File: config.mk
export PLATFORM = sky130hd
export DESIGN_NAME = psum_accum_buf
export DESIGN_NICKNAME = d
export VERILOG_FILES = /design/src/rtl/psum_accum_buf_pkg.sv /design/src/rtl/psum_spad.sv /design/src/rtl/psum_accum_buf.sv
export SDC_FILE = /design/constraint.sdc
export NUM_CORES = 1
export LEC_CHECK = 0
export CAP_MARGIN = 20
export CORE_MARGIN = 8
export CORE_UTILIZATION = 40
export CTS_BUF_LIST = sky130_fd_sc_hd__clkbuf_2
export DETAILED_ROUTE_END_ITERATION = 10
export HOLD_SLACK_MARGIN = 0.02
export SLEW_MARGIN = 30
export SYNTH_ARGS = -nofsm -noshare
export SYNTH_HDL_FRONTEND = slang
export SYNTH_SLANG_ARGS = --single-unit
export TNS_END_PERCENT = 10
File: constraint.sdc
create_clock -name clk -period 2.8 [get_ports clk]
set_clock_uncertainty 0.2 [all_clocks]
set_input_delay 0.56 -clock clk [delete_from_list [all_inputs] [get_ports clk]]
set_output_delay 0.56 -clock clk [all_outputs]
set_load 0.01 [all_outputs]
File: src/rtl/psum_accum_buf_pkg.sv
// Shared definitions for the partial-sum accumulation buffer.
// Holds the default psum width, the default depth and the controller state encoding.
package psum_accum_buf_pkg;

  localparam int PSUM_WIDTH_DEF = 16;
  localparam int DEPTH_DEF      = 8;

  typedef enum logic [1:0] {
    ST_IDLE  = 2'd0,
    ST_MERGE = 2'd1,
    ST_DRAIN = 2'd2
  } state_e;

endpackage

File: src/rtl/psum_spad.sv
// Psum scratchpad: DEPTH x PSUM_WIDTH flop array with one combinational read port
// and one synchronous write port. Out-of-range addresses read as 0 and never write.
module psum_spad #(
  parameter int PSUM_WIDTH = 16,
  parameter int DEPTH      = 8,
  parameter int ADDR_WIDTH = $clog2(DEPTH)
) (
  input  logic                  clk,
  input  logic                  rst_n,
  input  logic                  clear,
  input  logic [ADDR_WIDTH-1:0] rd_addr,
  output logic [PSUM_WIDTH-1:0] rd_data,
  input  logic                  wr_en,
  input  logic [ADDR_WIDTH-1:0] wr_addr,
  input  logic [PSUM_WIDTH-1:0] wr_data
);

  logic [PSUM_WIDTH-1:0] mem_q [DEPTH];
  logic                  rd_ok;
  logic                  wr_ok;

  assign rd_ok = {1'b0, rd_addr} < (ADDR_WIDTH+1)'(DEPTH);
  assign wr_ok = {1'b0, wr_addr} < (ADDR_WIDTH+1)'(DEPTH);

  // NOTE: the array is reset and cleared on purpose: accumulation and drain both
  // rely on every entry starting at zero, which a RAM macro could not guarantee.
  always_ff @(posedge clk or negedge rst_n) begin
    if (!rst_n) begin
      for (int i = 0; i < DEPTH; i++) mem_q[i] <= '0;
    end else if (clear) begin
      for (int i = 0; i < DEPTH; i++) mem_q[i] <= '0;
    end else if (wr_en && wr_ok) begin
      mem_q[wr_addr] <= wr_data;
    end
  end

  always_comb begin
    rd_data = '0;
    if (rd_ok) rd_data = mem_q[rd_addr];
  end

endmodule

File: src/rtl/psum_accum_buf.sv
// Partial-sum accumulation controller: feeds the multiply-add accumulate operand, writes its
// 1-cycle-late result back, merges a neighbour psum stream and drains entries over valid/ready.
module psum_accum_buf
  import psum_accum_buf_pkg::*;
#(
  parameter int PSUM_WIDTH = PSUM_WIDTH_DEF,
  parameter int DEPTH      = DEPTH_DEF,
  parameter int ADDR_WIDTH = $clog2(DEPTH)
) (
  input  logic                  clk,
  input  logic                  rst_n,
  input  logic                  clear,
  input  logic                  mac_valid,
  input  logic [ADDR_WIDTH-1:0] mac_addr,
  input  logic                  mac_first,
  output logic [PSUM_WIDTH-1:0] ma_add_a,
  output logic [PSUM_WIDTH-1:0] ma_add_b,
  output logic                  ma_sel_b,
  input  logic [PSUM_WIDTH-1:0] ma_result,
  input  logic                  psum_in_start,
  input  logic                  psum_in_valid,
  output logic                  psum_in_ready,
  input  logic [PSUM_WIDTH-1:0] psum_in_data,
  input  logic                  drain_start,
  output logic                  psum_out_valid,
  input  logic                  psum_out_ready,
  output logic [PSUM_WIDTH-1:0] psum_out_data,
  output logic                  busy,
  output logic                  done
);

  localparam logic [ADDR_WIDTH-1:0] LAST_PTR = ADDR_WIDTH'(DEPTH - 1);

  state_e                state_q, state_d;
  logic [ADDR_WIDTH-1:0] ptr_q, ptr_d;
  logic [ADDR_WIDTH-1:0] wr_addr_q, wr_addr_d;
  logic                  wr_pend_q, wr_pend_d;
  logic                  wr_mac_q, wr_mac_d;   // pending write came from a MAC, not a merge beat
  logic                  last_q, last_d;
  logic                  done_q, done_d;

  logic [ADDR_WIDTH-1:0] rd_addr;
  logic [PSUM_WIDTH-1:0] rd_data;
  logic                  mac_in_range;
  logic                  fwd;

  assign rd_addr      = (state_q == ST_IDLE) ? mac_addr : ptr_q;
  assign mac_in_range = {1'b0, mac_addr} < (ADDR_WIDTH+1)'(DEPTH);
  assign fwd          = wr_pend_q && mac_valid && mac_in_range && (mac_addr == wr_addr_q);
  assign busy         = (state_q != ST_IDLE) || wr_pend_q;
  assign done         = done_q;

  psum_spad #(
    .PSUM_WIDTH (PSUM_WIDTH),
    .DEPTH      (DEPTH),
    .ADDR_WIDTH (ADDR_WIDTH)
  ) u_spad (
    .clk     (clk),
    .rst_n   (rst_n),
    .clear   (clear),
    .rd_addr (rd_addr),
    .rd_data (rd_data),
    .wr_en   (wr_pend_q),
    .wr_addr (wr_addr_q),
    .wr_data (ma_result)
  );

  // NOTE: every output and next-state signal gets a default first, so no path leaves
  // a value unassigned and no latch is inferred.
  always_comb begin
    state_d        = state_q;
    ptr_d          = ptr_q;
    wr_addr_d      = wr_addr_q;
    wr_pend_d      = 1'b0;
    wr_mac_d       = 1'b0;
    last_d         = 1'b0;
    done_d         = last_q;
    ma_add_a       = '0;
    ma_add_b       = '0;
    ma_sel_b       = 1'b0;
    psum_in_ready  = 1'b0;
    psum_out_valid = 1'b0;
    psum_out_data  = '0;

    unique case (state_q)
      ST_IDLE: begin
        if (mac_valid) begin
          ma_add_a  = mac_first ? '0 : (fwd ? ma_result : rd_data);
          wr_pend_d = 1'b1;
          wr_mac_d  = 1'b1;
          wr_addr_d = mac_addr;
        end
        if (drain_start)        state_d = ST_DRAIN;
        else if (psum_in_start) state_d = ST_MERGE;
      end
      ST_MERGE: begin
        psum_in_ready = !(wr_pend_q && wr_mac_q);
        if (psum_in_valid && psum_in_ready) begin
          ma_sel_b  = 1'b1;
          ma_add_a  = rd_data;
          ma_add_b  = psum_in_data;
          wr_pend_d = 1'b1;
          wr_addr_d = ptr_q;
          if (ptr_q == LAST_PTR) begin
            ptr_d   = '0;
            last_d  = 1'b1;
            state_d = ST_IDLE;
          end else begin
            ptr_d = ptr_q + ADDR_WIDTH'(1);
          end
        end
      end
      ST_DRAIN: begin
        psum_out_valid = !wr_pend_q;
        psum_out_data  = rd_data;
        if (psum_out_valid && psum_out_ready) begin
          if (ptr_q == LAST_PTR) begin
            ptr_d   = '0;
            done_d  = 1'b1;
            state_d = ST_IDLE;
          end else begin
            ptr_d = ptr_q + ADDR_WIDTH'(1);
          end
        end
      end
      default: state_d = ST_IDLE;
    endcase

    // Clear aborts everything, including a write already in flight.
    if (clear) begin
      state_d   = ST_IDLE;
      ptr_d     = '0;
      wr_pend_d = 1'b0;
      wr_mac_d  = 1'b0;
      last_d    = 1'b0;
      done_d    = 1'b0;
    end
  end

  // NOTE: state registers use non-blocking assignments so every flop samples
  // pre-edge values regardless of statement order.
  always_ff @(posedge clk or negedge rst_n) begin
    if (!rst_n) begin
      state_q   <= ST_IDLE;
      ptr_q     <= '0;
      wr_addr_q <= '0;
      wr_pend_q <= 1'b0;
      wr_mac_q  <= 1'b0;
      last_q    <= 1'b0;
      done_q    <= 1'b0;
    end else begin
      state_q   <= state_d;
      ptr_q     <= ptr_d;
      wr_addr_q <= wr_addr_d;
      wr_pend_q <= wr_pend_d;
      wr_mac_q  <= wr_mac_d;
      last_q    <= last_d;
      done_q    <= done_d;
    end
  end

endmodule

# --- Word level (Yosys, flattened, before mapping) ---
# Cells that the tools add are included.
totals:
  regBits: 140
  latch_bits: 0
  ram_bits: 0
  romBits: 0
  inputBits: 44
  output_inout_bits: 53
  elab_cells: 96
  memories: 0
op_classes:
  n_addsub: 1
  multipliers: 0
  n_div: 0
  order_cmp: 3
  eq_ne: 9
  shift: 0
  muxes: 49
  bitwise_logic: 2
  reduce_logical: 17
ops:
  columns: ["cell", "n"]
  rows:
  - ["$mux W128", 2]
  - ["$mux W16", 10]
  - ["$bwmux W128", 1]
  - ["$bmux W16 S3", 1]
  - ["$demux W16 S3", 1]
  - ["$pmux W16 S2", 1]
  - ["$mux W3", 7]
  - ["$mux W1", 16]
  - ["$mux W2", 6]
  - ["$pmux W3 S2", 2]
  - ["$reduce_and A3 Y1", 3]
  - ["$ge A4 B4 Y1 const B", 2]
  - ["$not A3 Y4", 2]
  - ["$logic_and A1 B1 Y1", 6]
  - ["$ne A3 B3 Y1 const B", 2]
  - ["$pmux W2 S3", 1]
  - ["$reduce_bool A2 Y1", 3]
  - ["$lt A4 B1 Y1 const B", 1]
  - ["$ne A2 B2 Y1 const B", 2]
  - ["$ne A4 B4 Y1 const B", 1]
  - ["$add A3 B1 Y3 const B", 1]
  - ["$eq A3 B3 Y1", 1]
  - ["$eq A3 B3 Y1 const B", 1]
  - ["$reduce_bool A3 Y1", 1]
  - ["other kinds (6)", 7]

# --- Logic depth before layout (Yosys ltp) ---
# Gate-level depths: netlist of run 1.
depth:
  ltp_word: 10
  mapped_depth: 9
  depth_no_buf: 7

# --- Cells and area by module ---
# Synthesis of run 1 repeated with hierarchy kept, for this count alone.
unflattened:
  cells_unflattened: 778
  area_unflattened_um2: 7613.6
by_module_without_submodules:
  columns: ["module", "instances", "cells_per_inst", "area_per_inst_um2", "seq_area_each_um2"]
  rows:
  - ["psum_spad", 1, 646, 6382.4, 3203.1]
  - ["psum_accum_buf", 1, 132, 1231.2, 300.3]

# --- Least setup slack after synthesis of run 1 ---
# No wires, ideal clock.
synth_path:
  path_type: "flip-flop to output port"
  from: "register state_q[0]"
  to: "output port ma_add_a[2]"
  t_arrival_ns: 1.899
  required_ns: 2.040
  path_slack_ns: 0.141
  path_stages_with_launch: 10
  path_buffers: 2
  cell_sequence: "dfrtp_1 > inv_1 > ha_1 > buf_4 > nand2_1 > buf_2 > o22ai_1 > a221oi_1 > o22ai_1 > o21ai_0"
synth_via:
  elab_chain_len: 10
  word_cells_on_any_way: 12
  cone_classes: "1 x eq/ne; 9 x mux; 1 x bitwise; 1 x reduce/logical"
synth_lines:
  columns: ["element", "line_no", "rtl"]
  rows:
  - ["start: declaration", "psum_accum_buf.sv:34", "state_e state_q, state_d;"]
  - ["start signal: assignment", "psum_accum_buf.sv:152", "state_q <= state_d;"]
  - ["$logic_not A2 Y1", "psum_accum_buf.sv:47, psum_accum_buf.sv:85", null]
  - ["$mux W3", "psum_accum_buf.sv:47", "assign rd_addr = (state_q == ST_IDLE) ? mac_addr : ptr_q;"]
  - ["$not A3 Y4 (implied by the code)", "psum_spad.sv:39", "if (rd_ok) rd_data = mem_q[rd_addr];"]
  - ["$bmux W16 S3", "psum_spad.sv:39", null]
  - ["$mux W16 (implied by the code) (2 in a row)", "psum_spad.sv:39", null]
  - ["$mux W16 (2 in a row)", "psum_accum_buf.sv:88", "ma_add_a = mac_first ? '0 : (fwd ? ma_result : rd_data);"]
  - ["$mux W16", "psum_accum_buf.sv:87", "if (mac_valid) begin"]
  - ["$pmux W16 S2 (*)", "psum_accum_buf.sv:85", "unique case (state_q)"]
  - ["end: declaration", "psum_accum_buf.sv:16", "output logic [PSUM_WIDTH-1:0] ma_add_a,"]
# Mark *: on every way between the ends. The rest lies on a longest branch, timed or not. The select of a mux whose other input is x is not followed.

# --- Final worst setup path of run 1 ---
layout_path:
  from: "register state_q[0]"
  to: "output port ma_add_a[8]"
# Same word-level chain as after synthesis.

==> metrics.txt, run 1 <==
# TYPE chip_impl_metric gauge
chip_impl_info{name="path_delay_family",value="compound AO/OA/AOI/OAI gates"} 1
chip_impl_info{name="dominantRegCellSynth",value="sky130_fd_sc_hd__dfrtp_1"} 1
chip_impl_metric{name="setup_violations",unit=""} 49
chip_impl_metric{name="critical_path_rt",unit="ns"} 2.04
chip_impl_metric{name="routed_wl",unit="um"} 31500
chip_impl_info{name="status",value="complete, but fails checks"} 1
chip_impl_metric{name="wire_per_inst",unit="um"} 20.5
chip_impl_info{name="cp_slowest_cell",value="sky130_fd_sc_hd__dfrtp_1"} 1
chip_impl_metric{name="num_io_pins",unit=""} 97
chip_impl_metric{name="grt_usage",unit="%"} 24.5
chip_impl_info{name="clk_root_buffer_cell",value="sky130_fd_sc_hd__clkbuf_2"} 1
chip_impl_metric{name="nets",unit=""} 1304
chip_impl_info{name="tritoncts",value="yes"} 1
chip_impl_metric{name="global_route_wire_length_before_repair",unit="um"} 49000
chip_impl_info{name="end_kind",value="primary output"} 1
chip_impl_info{name="worstSetupPathType",value="reg -> out"} 1
chip_impl_metric{name="drcViolationCount",unit=""} 0
chip_impl_metric{name="grt_pass1_vias",unit=""} 8557
chip_impl_metric{name="yosysUniqueCellTypes",unit=""} 42
chip_impl_metric{name="critical_path.max_stage_delay",unit="ns"} 0.45
chip_impl_metric{name="cts_num_sinks",unit=""} 140
chip_impl_metric{name="synthesis.instances",unit=""} 1083
chip_impl_info{name="rsz0062_at_grt",value="yes"} 1
chip_impl_metric{name="drt_pre_antenna_iters",unit=""} 5
chip_impl_metric{name="top_achievable_clock_speed",unit="MHz"} 274
chip_impl_metric{name="fin_cells",unit=""} 1538
chip_impl_metric{name="drt-met1-wl",unit="um"} 13200
chip_impl_metric{name="preCtsSetupSlack",unit="ns"} -0.877
chip_impl_info{name="crit_path_cell_trace",value="inv_2, ha_4, nand2b_4, buf_12, buf_4, o22ai_1, a221oi_1, o22ai_2, o21ai_1, buf_2"} 1
chip_impl_metric{name="min_cycle_time_layout",unit="ns"} 3.65
chip_impl_metric{name="post_route_cells_drive_above_1_share",unit="%"} 26.6
chip_impl_info{name="startpoint_type",value="flip-flop"} 1
chip_impl_metric{name="num_vias",unit=""} 8550
chip_impl_info{name="hold_class",value="in -> async"} 1
chip_impl_metric{name="fp.coreArea",unit="um^2"} 20100
chip_impl_metric{name="syn_nets",unit=""} 1132
chip_impl_metric{name="area_delta_synth_final",unit="%"} 36.3
chip_impl_metric{name="critical_path_buf_inv_count",unit=""} 4
chip_impl_metric{name="placementRows",unit=""} 52
chip_impl_metric{name="power_per_cell_area",unit="nW/um^2"} 763
chip_impl_metric{name="worstPathMaxFanout",unit=""} 8
chip_impl_metric{name="die_w",unit="um"} 159
chip_impl_metric{name="grt_antenna_before_repair",unit=""} 1
chip_impl_info{name="topRoutingLayerUsed",value="met4"} 1
chip_impl_metric{name="place.port_buffers",unit=""} 96
chip_impl_metric{name="globalRoute.totalOverflow",unit=""} 0
chip_impl_metric{name="bufs_on_longest_clock_path",unit=""} 2
chip_impl_metric{name="first_iter_violations",unit=""} 602
chip_impl_metric{name="final_max_tran_viols",unit=""} 0
chip_impl_metric{name="postSynthRegisterBits",unit=""} 140
chip_impl_metric{name="synth-edff-count",unit=""} 0
chip_impl_metric{name="pin_count_of_the_biggest_net_entering_global_routing",unit=""} 55
chip_impl_metric{name="max-slew-margin-rel",unit="%"} 39.5
chip_impl_metric{name="placedInstanceArea",unit="um^2"} 10200
chip_impl_metric{name="final_design_area_no_fill",unit="um^2"} 11100
chip_impl_metric{name="tightest_slew",unit="ns"} 0.906
chip_impl_metric{name="timing.hold.ws",unit="ns"} 0.101
chip_impl_metric{name="layout_worst_path_cycle_share",unit="%"} 130
chip_impl_metric{name="cts_made_buffers",unit=""} 17
chip_impl_info{name="violated_checks",value="negative setup slack"} 1
chip_impl_metric{name="yosys_warnings",unit=""} 0
chip_impl_metric{name="cap_viol_max_count",unit=""} 0
chip_impl_metric{name="chipHeight",unit="um"} 159
chip_impl_metric{name="synth_top_area_share",unit="%"} 42.9
chip_impl_metric{name="avgViaCountPerCell",unit=""} 5.56
chip_impl_metric{name="synth_async_sr_flop_share",unit="%"} 100
chip_impl_metric{name="floorplan.initialDensity",unit="%"} 40.6
chip_impl_metric{name="routed-wl-met3",unit="um"} 1880
chip_impl_metric{name="final_estimated_routing_congestion_in_global_placement",unit=""} 0.870
chip_impl_metric{name="design.die.area",unit="um^2"} 25200
chip_impl_metric{name="dp.final_hpwl",unit="um"} 21100
chip_impl_info{name="yosys.area.top_type",value="sky130_fd_sc_hd__dfrtp_1"} 1
chip_impl_metric{name="worst_slack",unit="ns"} -0.846
chip_impl_metric{name="final_util",unit="%"} 55.4
chip_impl_info{name="synth.area.top_cells",value="sky130_fd_sc_hd__dfrtp_1 43%, sky130_fd_sc_hd__nand2_1 17%, sky130_fd_sc_hd__a21oi_1 10%"} 1
chip_impl_metric{name="synth.cell_area",unit="um^2"} 8170
chip_impl_metric{name="met2_wirelength",unit="um"} 15500
chip_impl_metric{name="avgSynthCellArea",unit="um^2"} 7.54
chip_impl_metric{name="clk-insertion-delay-late",unit="ns"} 0.73
chip_impl_metric{name="clk_pin_slew_worst_paths",unit="ns"} 0.24
chip_impl_metric{name="post-layout-total-power",unit="mW"} 8.49
chip_impl_metric{name="drtAntennaViolNets",unit=""} 0
chip_impl_metric{name="p_leak",unit="nW"} 4.74
chip_impl_metric{name="synth_seq_area_share",unit="%"} 42.9
chip_impl_metric{name="numPlacedInstances",unit=""} 1486
chip_impl_metric{name="vdd.ir_drop.worst",unit="V"} 0.000307
chip_impl_metric{name="critical_path_arrival",unit="ns"} 2.89
chip_impl_metric{name="cts_htree_levels",unit=""} 4
chip_impl_metric{name="timing.final.hold_violations",unit=""} 0
chip_impl_metric{name="setup_total_negative_slack",unit="ns"} -26.58
placed cells by master, fill, tap and decap left out, types with 7 or more instances in the layout:
| master | n |
|---|---|
| sky130_fd_sc_hd__a221oi_2 | 27 |
| sky130_fd_sc_hd__a21oi_1 | 164 |
| sky130_fd_sc_hd__nand2_1 | 377 |
| sky130_fd_sc_hd__o22ai_1 | 16 |
| sky130_fd_sc_hd__o21ai_1 | 25 |
| sky130_fd_sc_hd__nor2b_1 | 64 |
| sky130_fd_sc_hd__clkdlybuf4s50_1 | 41 |
| sky130_fd_sc_hd__nor2_1 | 33 |
| sky130_fd_sc_hd__nand2b_1 | 7 |
| sky130_fd_sc_hd__o21ai_2 | 19 |
| sky130_fd_sc_hd__buf_12 | 17 |
| sky130_fd_sc_hd__buf_4 | 117 |
| sky130_fd_sc_hd__buf_2 | 44 |
| sky130_fd_sc_hd__dfrtp_1 | 139 |
| sky130_fd_sc_hd__clkbuf_2 | 17 |
| sky130_fd_sc_hd__inv_1 | 7 |
| sky130_fd_sc_hd__buf_6 | 16 |
| sky130_fd_sc_hd__o22ai_2 | 25 |
| sky130_fd_sc_hd__and3_1 | 16 |
flip-flops by register name, indices dropped and copies added (netlist names):
name and count:
wr_pend_q 1, wr_mac_q 1, done 1, wr_addr_q 3, ptr_q 3, state_q 2, u_spad.mem_q 128, last_q 1
cells in the mapped netlist, types with 2 or more instances:
master                     number
sky130_fd_sc_hd__nand2_1      379
sky130_fd_sc_hd__a21oi_1      166
sky130_fd_sc_hd__dfrtp_1      140
sky130_fd_sc_hd__nor2b_1       64
sky130_fd_sc_hd__clkbuf_1      55
sky130_fd_sc_hd__o22ai_1       45
sky130_fd_sc_hd__nor2_1        35
sky130_fd_sc_hd__o21ai_0       34
sky130_fd_sc_hd__a221oi_1      30
sky130_fd_sc_hd__buf_2         24
sky130_fd_sc_hd__and3_1        18
sky130_fd_sc_hd__o21ai_1       12
sky130_fd_sc_hd__buf_6         11
sky130_fd_sc_hd__inv_1          9
sky130_fd_sc_hd__mux2i_1        8
sky130_fd_sc_hd__nand2b_1       8
sky130_fd_sc_hd__ha_1           5
sky130_fd_sc_hd__nand3_1        4
sky130_fd_sc_hd__a21o_1         3
sky130_fd_sc_hd__buf_4          3
sky130_fd_sc_hd__nor3_1         3
sky130_fd_sc_hd__xor2_1         3
sky130_fd_sc_hd__a31oi_1        2
sky130_fd_sc_hd__mux2_2         2
sky130_fd_sc_hd__nand4_1        2
sky130_fd_sc_hd__o211ai_1       2
power breakdown:
group | leakage [nW] | switching [mW] | internal, mW
sequential | 1.94 | 0.108 | 2.18
combinational | 2.64 | 2.64 | 2.12
clock | 0.163 | 0.792 | 0.658
what timing repair did:
action | 4_1_cts | 5_1_grt
setup endpoints to repair | 52 | 52
resized for setup | 313 | 51
pin swaps | 38 | 19
hold endpoints to repair | 146 | 0
hold buffers | 2 | 0
cloned | 2 | 0
setup buffers | 15 | 2
routing by layer:
metal	up-vias	GRT usage, %
met5	-	0
met4	0	8.36
met3	59	4.14
met2	328	41.7
met1	4161	31.0
li1	4002	-
cell families after synthesis:
kind of cell,share of synthesized area [%]
buf+inv,6.25
fa+ha+maj,0.766
xor+xnor,0.322
mux,1.26
flops,42.9
simple gates,27.1
compound gates,21.4
worst reg2reg max path, delay by kind of cell, from the launching register on:
family	cells	cell delay, ns
adder cells (fa/ha/maj)	1	0.15
flip-flops	1	0.43
multiplexers	1	0.21
buffers and inverters	4	0.47
AO/OA/AOI/OAI	3	0.77
AND/OR/NAND/NOR	1	0.05
final timing paths:
kind	startpoint	slack [ns]	endpoint	cells after the start
worst max register to register	state_q[1]	0.40	ptr_q[0]	10
worst min-delay path	rst_n	0.10	u_spad.mem_q[111]	2
min in group clk	drain_start	0.18	state_q[1]	3
worst max-delay path	state_q[0]	-0.85	ma_add_a[8]	10
worst min register to register	last_q	0.29	done	2
max in group asynchronous	rst_n	1.65	u_spad.mem_q[28]	3
layout make-up:
class                   instances  area (um^2)
well taps                     270          338
repair buffers                246         2200
diodes                          1         2.50
inverters                      10         42.5
flip-flops and latches        140         3500
fillers                      1907         8970
clock buffers                  17         85.1
multi-input cells             840         4760
clock inverters                14          201
No activity file was read; power rests on OpenSTA's default activity.
==> run 2: changes to the inputs <==
GPL_ROUTABILITY_DRIVEN = 0   (was unset)
PLACE_DENSITY = 0.71   (was unset)
==> run 2 against run 1 <==
  * The run still ends with negative setup slack left
  * Sequential power barely moved
  * Setup slack improved by 0.016 ns
  * Die area did not move
  * Clock power fell by 15%
==> metrics.txt, run 2 (synthesis results as in run 1) <==
# TYPE chip_impl_metric gauge
chip_impl_metric{name="vdd.ir_drop.worst",unit="V"} 0.000306
chip_impl_metric{name="design.die.area",unit="um^2"} 25200
chip_impl_info{name="max_flop_register",value="u_spad.mem_q"} 1
chip_impl_metric{name="globalRoute.totalOverflow",unit=""} 0
chip_impl_metric{name="top_achievable_clock_speed",unit="MHz"} 275
chip_impl_info{name="tritoncts",value="yes"} 1
chip_impl_metric{name="grt_pass1_vias",unit=""} 8520
chip_impl_info{name="final_common_cell",value="sky130_fd_sc_hd__nand2_1"} 1
chip_impl_metric{name="tightest_slew",unit="ns"} 0.902
chip_impl_metric{name="chipHeight",unit="um"} 159
chip_impl_metric{name="timing.final.hold_violations",unit=""} 0
chip_impl_metric{name="drtAntennaViolNets",unit=""} 0
chip_impl_metric{name="area_delta_synth_final",unit="%"} 36.3
chip_impl_metric{name="clk-insertion-delay-late",unit="ns"} 0.74
chip_impl_metric{name="post_route_cells_drive_above_1_share",unit="%"} 26.7
chip_impl_metric{name="drcViolationCount",unit=""} 0
chip_impl_metric{name="largest_register_ffs",unit=""} 128
chip_impl_info{name="crit_path_end",value="ma_add_a[6]"} 1
chip_impl_metric{name="timing.reg2reg.setup_slack",unit="ns"} 0.57
chip_impl_metric{name="dp.final_hpwl",unit="um"} 19700
chip_impl_metric{name="setup_violations",unit=""} 49
chip_impl_metric{name="min_cycle_time_layout",unit="ns"} 3.63
chip_impl_metric{name="die_w",unit="um"} 159
chip_impl_metric{name="critical_path_rt",unit="ns"} 2.04
chip_impl_metric{name="floorplan.initialDensity",unit="%"} 40.6
chip_impl_metric{name="cts_num_sinks",unit=""} 140
chip_impl_metric{name="fp.coreArea",unit="um^2"} 20100
chip_impl_info{name="clk_root_buffer_cell",value="sky130_fd_sc_hd__clkbuf_2"} 1
chip_impl_metric{name="bufs_on_longest_clock_path",unit=""} 2
chip_impl_metric{name="placedInstanceArea",unit="um^2"} 10100
chip_impl_metric{name="clk_pin_slew_worst_paths",unit="ns"} 0.23
chip_impl_metric{name="reg2reg_depth",unit=""} 6
chip_impl_metric{name="power_per_cell_area",unit="nW/um^2"} 770
chip_impl_info{name="layout.cells.most_common_list",value="372 x sky130_fd_sc_hd__nand2_1, 166 x sky130_fd_sc_hd__a21oi_1, 139 x sky130_fd_sc_hd__dfrtp_1, 93 x sky130_fd_sc_hd__buf_4, 64 x sky130_fd_sc_hd__nor2b_1"} 1
chip_impl_metric{name="cts_htree_levels",unit=""} 4
chip_impl_metric{name="cts_made_buffers",unit=""} 17
chip_impl_metric{name="num_io_pins",unit=""} 97
chip_impl_metric{name="p_leak",unit="nW"} 4.72
chip_impl_metric{name="preCtsSetupSlack",unit="ns"} -0.906
chip_impl_metric{name="avgViaCountPerCell",unit=""} 5.83
chip_impl_metric{name="worst_slack",unit="ns"} -0.830
chip_impl_info{name="status",value="complete, but fails checks"} 1
chip_impl_info{name="crit-reg2reg-launch",value="wr_pend_q"} 1
chip_impl_info{name="layout_top_registers",value="u_spad.mem_q x128, ptr_q x3, wr_addr_q x3"} 1
chip_impl_metric{name="final_design_area_no_fill",unit="um^2"} 11100
chip_impl_metric{name="place.port_buffers",unit=""} 96
chip_impl_metric{name="global_route_wire_length_before_repair",unit="um"} 47400
chip_impl_info{name="violated_checks",value="negative setup slack"} 1
chip_impl_metric{name="num_vias",unit=""} 8889
chip_impl_metric{name="critical_path_arrival",unit="ns"} 2.87
chip_impl_metric{name="drt_pre_antenna_iters",unit=""} 5
chip_impl_metric{name="first_iter_violations",unit=""} 1087
chip_impl_info{name="capture_point_of_the_worst_reg_to_reg_path",value="u_spad.mem_q[127]"} 1
chip_impl_metric{name="placementRows",unit=""} 52
chip_impl_info{name="end_kind",value="primary output"} 1
chip_impl_metric{name="worstPathMaxFanout",unit=""} 9
chip_impl_info{name="worstSetupPathType",value="reg -> out"} 1
chip_impl_info{name="critical_path.startpoint",value="state_q[0]"} 1
chip_impl_info{name="startpoint_type",value="flip-flop"} 1
chip_impl_metric{name="nets",unit=""} 1291
chip_impl_info{name="hold_class",value="in -> async"} 1
chip_impl_metric{name="layout_worst_path_cycle_share",unit="%"} 130
chip_impl_metric{name="wire_per_inst",unit="um"} 20.9
chip_impl_metric{name="grt_antenna_before_repair",unit=""} 1
chip_impl_metric{name="final_max_tran_viols",unit=""} 0
chip_impl_info{name="rsz0062_at_grt",value="yes"} 1
chip_impl_metric{name="max-slew-margin-rel",unit="%"} 39.7
chip_impl_metric{name="routed_wl",unit="um"} 31900
chip_impl_metric{name="cap_viol_max_count",unit=""} 0
chip_impl_metric{name="grt_usage",unit="%"} 23.6
chip_impl_metric{name="pin_count_of_the_biggest_net_entering_global_routing",unit=""} 107
## run 2: changes by cell type in the layout (fill, tap and decap cells not counted), sizes merged
cell,change
inv,+2
clkinv,+1
bufinv,-3
buf,-11
dlygate4sd3,+1
clkbuf,+5
clkdlybuf4s15,-5
bufbuf,-2
## run 2: critical path, cell delays in order (launching register included)
cell and delay [ns]:
sky130_fd_sc_hd__dfrtp_1 0.44, sky130_fd_sc_hd__inv_2 0.09, sky130_fd_sc_hd__ha_4 0.19, sky130_fd_sc_hd__nand2b_4 0.15, sky130_fd_sc_hd__buf_6 0.14, sky130_fd_sc_hd__buf_12 0.14, sky130_fd_sc_hd__o22ai_1 0.13, sky130_fd_sc_hd__a221oi_1 0.42
sky130_fd_sc_hd__o22ai_2 0.15, sky130_fd_sc_hd__o21ai_1 0.14, sky130_fd_sc_hd__buf_2 0.14
## run 2: final cells by class
| type | count | area (um^2) |
|---|---|---|
| Tap cell | 270 | 338 |
| Antenna cell | 1 | 2.50 |
| Clock inverter | 14 | 145 |
| Multi-Input combinational cell | 840 | 4810 |
| Fill cell | 1739 | 8980 |
| Timing Repair Buffer | 233 | 2190 |
| Inverter | 10 | 42.5 |
| Sequential cell | 140 | 3500 |
| Clock buffer | 18 | 90.1 |
## run 2: how the worst min path moves through the flow
stage / endpoint / slack, ns
after floorplan: done / 0.06
after global placement: done / 0.26
after detailed placement: done / 0.27
after CTS: u_spad.mem_q[67] / 0.06
after global routing: u_spad.mem_q[66] / 0.06
final: u_spad.mem_q[113] / 0.08
## run 2: timing repair
action | CTS | global route
setup endpoints to repair | 52 | 52
hold buffers | 3 | 0
setup buffers | 9 | 12
cloned | 3 | 3
gates resized for setup | 312 | 70
endpoints found under the hold margin | 167 | 0
pin swaps | 26 | 35
## run 2: through the flow
step	utilization, %	power, mW	TNS [ns]	hold slack [ns]	instances
3_3_place_gp	50.2	6.09	-24.82	0.264	1466
4_1_cts	53.6	8.00	-27.29	0.0641	1513
6_report	55.3	8.57	-26.86	0.0768	1526
2_1_floorplan	-	4.26	0	0.0644	1083
3_5_place_dp	50.2	6.15	-25.53	0.275	1466
5_1_grt	55.3	8.92	-32.67	0.0646	1526
## run 2: report_power, final
| part | internal, mW | total (mW) | switching, mW | leakage [nW] |
|---|---|---|---|---|
| combinational | 2.26 | 5.05 | 2.79 | 2.65 |
| sequential | 2.18 | 2.29 | 0.117 | 1.94 |
| clock | 0.413 | 1.23 | 0.813 | 0.138 |
| total | 4.85 | 8.57 | 3.72 | 4.72 |
## run 2: metal layers
layer | wire, um | share of wire (%) | global-route usage [%]
met3 | 2770 | 8.7 | 4.60
met2 | 15400 | 48 | 38.8
met1 | 12100 | 38 | 28.9
met5 | 0 | 0 | 0
met4 | 1600 | 5.0 | 12.5
